==> src/rtl/isa_types.sv <==
`default_nettype none
// ============================================================================
// Package     : isa_types
// Description : Shared ISA-level types and constants: register width, store
//               width encoding and the memory read latency used at
//               instantiation of the memory arbiter.
// Revision    : 1.0 - initial release
// ============================================================================
package isa_types;

    localparam int XLEN = 32;

    // Store width seen by the memory; the all-zero encoding is the reset value.
    typedef enum logic [1:0] {
        WW_BYTE = 2'd0,
        WW_HALF = 2'd1,
        WW_WORD = 2'd2
    } write_width_t;

    // Memory cycles from address presentation to valid read data.
    localparam int MEM_READ_LATENCY = 1;

endpackage
`default_nettype wire

==> src/rtl/rr_arbiter2.sv <==
`default_nettype none
// ============================================================================
// Module      : rr_arbiter2
// Description : Two-requester round-robin arbiter. Grant is combinational and
//               one-hot; on a tie the requester not granted last wins. The
//               last-grant register only moves when the caller accepts the
//               grant (i_grant_en) and somebody was actually requesting.
// Revision    : 1.0 - initial release
// ============================================================================
module rr_arbiter2 (
    input  logic       clk,
    input  logic       rst,
    input  logic [1:0] i_req,
    input  logic       i_grant_en,
    output logic [1:0] o_grant
);

    // 1 when requester 1 holds the most recent grant (so requester 0 wins ties)
    logic r_last_hi;

    // Pick the sole requester, or on a tie the one not granted last
    always_comb begin
        o_grant = 2'b00;
        if (i_req[0] && (!i_req[1] || r_last_hi)) begin
            o_grant = 2'b01;
        end else if (i_req[1]) begin
            o_grant = 2'b10;
        end
    end

    // Remember who won the last accepted grant; reset favours requester 0 next
    always_ff @(posedge clk or posedge rst) begin
        if (rst) begin
            r_last_hi <= 1'b1;
        end else if (i_grant_en && (|i_req)) begin
            r_last_hi <= o_grant[1];
        end
    end

endmodule
`default_nettype wire

==> src/rtl/mem_arbiter.sv <==
`default_nettype none
// ============================================================================
// Module      : mem_arbiter
// Description : Shares one synchronous memory port between an instruction
//               fetch requester and a load/store requester. Requests are
//               sampled only when idle, the winner's access is held on the
//               memory bus for READ_LATENCY cycles, then a single-cycle ack
//               is returned to that requester.
// Revision    : 1.0 - initial release
// ============================================================================
module mem_arbiter
    import isa_types::*;
#(
    parameter int READ_LATENCY = MEM_READ_LATENCY
) (
    input  logic            clock,
    input  logic            reset,
    input  logic            if_req,
    input  logic [XLEN-1:0] if_addr,
    output logic            if_ack,
    output logic [XLEN-1:0] if_rdata,
    input  logic            d_req,
    input  logic            d_wenable,
    input  write_width_t    d_wwidth,
    input  logic [XLEN-1:0] d_addr,
    input  logic [XLEN-1:0] d_wdata,
    output logic            d_ack,
    output logic [XLEN-1:0] d_rdata,
    output logic [XLEN-1:0] mem_addr,
    output write_width_t    mem_wwidth,
    output logic            mem_wenable,
    output logic [XLEN-1:0] mem_wdata,
    input  logic [XLEN-1:0] mem_rdata,
    output logic            busy
);

    localparam logic [1:0] c_IDLE   = 2'd0;
    localparam logic [1:0] c_ACCESS = 2'd1;
    localparam logic [1:0] c_DONE   = 2'd2;

    localparam logic [2:0] c_LAT = 3'(READ_LATENCY);

    typedef enum logic {
        SEL_FETCH = 1'b0,
        SEL_DATA  = 1'b1
    } sel_t;

    logic [1:0]   r_state;
    logic [2:0]   r_count;
    sel_t         r_sel;
    logic         r_if_ack;
    logic         r_d_ack;
    logic         r_busy;
    logic         r_mem_wenable;
    logic [XLEN-1:0] r_mem_addr;
    logic [XLEN-1:0] r_mem_wdata;
    write_width_t r_mem_wwidth;

    logic [1:0]   w_grant;
    logic         w_grant_en;

    // Ties are only resolved while idle; that is also when the winner is latched
    assign w_grant_en = (r_state == c_IDLE);

    rr_arbiter2 u_rr (
        .clk        (clock),
        .rst        (reset),
        .i_req      ({d_req, if_req}),
        .i_grant_en (w_grant_en),
        .o_grant    (w_grant)
    );

    // Grant, hold the access for READ_LATENCY cycles, then ack the winner once
    always_ff @(posedge clock or posedge reset) begin
        if (reset) begin
            r_state       <= c_IDLE;
            r_count       <= 3'd0;
            r_sel         <= SEL_DATA;
            r_if_ack      <= 1'b0;
            r_d_ack       <= 1'b0;
            r_busy        <= 1'b0;
            r_mem_wenable <= 1'b0;
            r_mem_addr    <= '0;
            r_mem_wdata   <= '0;
            r_mem_wwidth  <= WW_BYTE;
        end else begin
            case (r_state)
                c_IDLE: begin
                    r_if_ack <= 1'b0;
                    r_d_ack  <= 1'b0;
                    if (w_grant[1]) begin
                        r_state       <= c_ACCESS;
                        r_busy        <= 1'b1;
                        r_count       <= c_LAT;
                        r_sel         <= SEL_DATA;
                        r_mem_addr    <= d_addr;
                        r_mem_wdata   <= d_wdata;
                        r_mem_wwidth  <= d_wwidth;
                        r_mem_wenable <= d_wenable;
                    end else if (w_grant[0]) begin
                        // Fetches never write; store fields keep their last values
                        r_state       <= c_ACCESS;
                        r_busy        <= 1'b1;
                        r_count       <= c_LAT;
                        r_sel         <= SEL_FETCH;
                        r_mem_addr    <= if_addr;
                        r_mem_wenable <= 1'b0;
                    end
                end
                c_ACCESS: begin
                    // The write strobe lives only in the first access cycle
                    r_mem_wenable <= 1'b0;
                    r_count       <= r_count - 3'd1;
                    if (r_count == 3'd1) begin
                        r_state  <= c_DONE;
                        r_if_ack <= (r_sel == SEL_FETCH);
                        r_d_ack  <= (r_sel == SEL_DATA);
                    end
                end
                c_DONE: begin
                    r_state  <= c_IDLE;
                    r_busy   <= 1'b0;
                    r_if_ack <= 1'b0;
                    r_d_ack  <= 1'b0;
                end
                default: begin
                    r_state       <= c_IDLE;
                    r_busy        <= 1'b0;
                    r_if_ack      <= 1'b0;
                    r_d_ack       <= 1'b0;
                    r_mem_wenable <= 1'b0;
                end
            endcase
        end
    end

    assign if_ack      = r_if_ack;
    assign d_ack       = r_d_ack;
    assign busy        = r_busy;
    assign mem_addr    = r_mem_addr;
    assign mem_wdata   = r_mem_wdata;
    assign mem_wwidth  = r_mem_wwidth;
    assign mem_wenable = r_mem_wenable;

    // Read data is only meaningful alongside the matching ack
    assign if_rdata = mem_rdata;
    assign d_rdata  = mem_rdata;

endmodule
`default_nettype wire

==> config.mk <==
export PLATFORM = sky130hd
export DESIGN_NAME = mem_arbiter
export DESIGN_NICKNAME = d
export VERILOG_FILES = /design/src/rtl/isa_types.sv /design/src/rtl/rr_arbiter2.sv /design/src/rtl/mem_arbiter.sv
export SDC_FILE = /design/constraint.sdc
export NUM_CORES = 1
export LEC_CHECK = 0
export ABC_AREA = 1
export BUFFER_PORTS_ARGS = -buffer_cell sky130_fd_sc_hd__buf_2
export CAP_MARGIN = 25
export CORE_AREA = 2 2 104 106
export CTS_BUF_LIST = sky130_fd_sc_hd__clkbuf_8
export DETAILED_ROUTE_END_ITERATION = 7
export DIE_AREA = 0 0 106 108
export GPL_TIMING_DRIVEN = 0
export PLACE_DENSITY = 0.77
export SLEW_MARGIN = 5
export SYNTH_ARGS = -nofsm -noshare
export SYNTH_HDL_FRONTEND = slang
export SYNTH_SLANG_ARGS = --single-unit
==> constraint.sdc <==
create_clock -name clock -period 3 [get_ports clock]
set_input_delay 0.6 -clock clock [delete_from_list [all_inputs] [get_ports clock]]
set_output_delay 0.6 -clock clock [all_outputs]
set_load 0.01 [all_outputs]
==> impl_metrics.ini <==
[yosys]
syn_inst = 542
synth_warnings = 0
yosysSeqAreaShare = 0.461
syn_area_um2 = 4190
synth-edff-count = 0
syn-num-nets = 679
avgSynthCellArea_um2 = 7.72
ys_async_sr_fraction = 1.00
synth-seq-cells = 77
yosysUniqueCellTypes = 23
synth_flop_cell = dfrtp_1

[setup_path]
worstPathRequired_ps = 2400
critPathMaxStageDelay_ps = 390
cp_slowest_cell = dfrtp_1
crit_buf_inv = 1
r2r_cells = 6
r2r_end = mem_addr[20]$_DFFE_PP0P_
cp-end-kind = output port
crit_path_start_kind = flop
crit_chain = buf_2
cp_max_fo = 2
cp_data_arrival_time_ps = 880
reg2reg_from = u_rr.r_last_hi$_DFFE_PP1P_
crit_family = flip-flops
critPathKind = flop to output port
reg2reg_slack_ps = 1620

[finish]
drive_above_1_share = 0.441
n_antenna_cell = 0
fin_util = 0.566
final_cell_mix = buf_2, nand2_1, nand3_1, dfrtp_1
area_growth_pct = 38.3
seq_area_um2 = 1930
final_cells = 930
nNetsFinal = 926
fill_cells = 1001
multi_input_area_um2 = 1350
final_common_cell = buf_2

[power]
p_sw_w = 0.00202
pwr-share-clk = 0.174
power.density_nw_per_um2 = 867
peakVddDrop_v = 0.000344
p_comb_frac = 0.464
leakage_nw = 3.64
seqPwrFrac = 0.361
p_int_w = 0.00300
finalPower_w = 0.00502
switching_share = 0.403

[sta]
layout_min_cycle_time_ps = 1480
finClkSkew_ps = 5.62
fin_setup_tns_ps = 0
grt_setup_unrepaired = no
max_freq_mhz = 676
fin_ws_ps = 1520
slew_viol_final = 0
hold_viol = 0
final_min_period_over_clock_period = 0.493
worstMarginPinSlew_ps = 565
setup_violations = 0
slew_headroom = 0.624

[outcome]
status = finished clean

[floorplanning]
rows = 37
die_y_um = 108
start_util = 0.409
io_pins = 269
die_width_um = 106
core-area_um2 = 10200
die_area_um2 = 11400

[min_path]
hp-class = input pin to async pin

[clock_tree]
cts.hold.buffers_added = 0
clk_pin_slew_ps = 80
cts_setup_buffers = 0
cts_tree = done
h-tree-depth = 3
insertion_delay_ps = 340
numCtsBuffers = 9
cts_buffer_depth = 2
cts_sinks = 77
cts-root-buf = clkbuf_8
cts_resized = 0

[placement]
dp_hpwl_um = 8830
pre_cts_slack_ps = 1250
gp_congestion = 0.801
placedCellCount = 914
io_buffers = 235

[global_route]
grt_max_degree = 46
grt_pass1_vias = 3721
gr-total-overflow = 0
gr-usage-all-layers = 0.188
grt_pass1_wl_um = 17100
antenna_found_initial = 0

[drt]
vias_per_cell = 4.38
drc = 0
drt_first_pass_iters = 4
wl_per_cell_um = 11.9
detail_route.wirelength_um = 11100
via_count = 4071
drtIter0Drc = 208
ant_nets = 0

[run]
drv_cap = 0
sequential cells by signal (all words and copies together), names as in the netlist:
name	cells
r_count	3
mem_addr	32
u_rr.r_last_hi	1
busy	1
mem_wenable	1
mem_wdata	32
r_sel	1
r_state	2
if_ack	1
d_ack	1
mem_wwidth	2
synthesized netlist by cell type (2+ instances only):
cell / instances / area (um^2)
or2_2: 3 / 18.8
inv_4: 2 / 12.5
nand2_4: 2 / 22.5
nor2_4: 2 / 22.5
dfstp_2: 2 / 52.6
buf_1: 3 / 11.3
ha_1: 2 / 25.0
inv_1: 69 / 259
inv_2: 2 / 7.51
nand2_1: 185 / 694
buf_2: 11 / 55.1
nand3_1: 102 / 510
dfrtp_1: 75 / 1880
buf_4: 70 / 526
buf_6: 3 / 33.8
clkbuf_1: 2 / 7.51
metrics by stage:
stage / hold WS [ps] / cell area [um^2]
floorplan: 449 / 4190
global placement: 449 / 5530
detailed placement: 454 / 5560
CTS: 269 / 5790
global route: 298 / 5790
finish: 270 / 5790
cell families after synthesis:
kind of cell | after synthesis | synth area share
buffers and inverters | 162 | 0.218
adder cells (fa/ha/maj) | 2 | 0.00598
AND/OR/NAND/NOR | 298 | 0.312
flip-flops | 77 | 0.461
AO/OA/AOI/OAI | 3 | 0.00358
power by group through the flow:
stage | sequential (W) | combinational, W | clock [W]
4_1_cts | 0.00181 | 0.00237 | 0.000890
3_5_place_dp | 0.00182 | 0.00238 | 0
3_3_place_gp | 0.00182 | 0.00232 | 0
6_report | 0.00181 | 0.00233 | 0.000874
5_1_grt | 0.00188 | 0.00262 | 0.000935
2_1_floorplan | 0.00204 | 0.00124 | 0
cell type report:
type                       instances  area share
buffer                            89       0.109
clock buffer                      11      0.0262
clock inverter                     5      0.0130
inverter                          73      0.0486
multi-input combinational        303       0.232
sequential                        77       0.333
tap                              136      0.0294
timing repair buffer             236       0.208
worst register-to-register path, stage by stage (launching register included):
cell,delay (ps)
dfstp_2,540
nand2_2,130
nand2_4,160
buf_2,220
nand2_1,80
nand3_1,90
nand2_1,60
per-layer routing:
layer / GRT usage / wire [um] / vias up
met5: 0 / 0 / -
met4: 0.0592 / 168 / 0
met2: 0.313 / 5260 / 201
met1: 0.244 / 4720 / 1775
li1: - / - / 2080
met3: 0.0440 / 907 / 15
how the worst max path moves through the flow:
stage	startpoint	end	slack, ps	cells past startpoint
global placement	reset	mem_wdata[9]$_DFFE_PP0P_	-510	2
detailed placement	d_req	mem_addr[4]$_DFFE_PP0P_	1250	5
floorplan	reset	busy$_DFFE_PP0P_	440	1
finish	mem_wdata[28]$_DFFE_PP0P_	mem_wdata[28]	1520	1
global route	mem_addr[5]$_DFFE_PP0P_	mem_addr[5]	1470	1
CTS	mem_addr[28]$_DFFE_PP0P_	mem_addr[28]	1500	1
(Power assumes the default switching activity.)
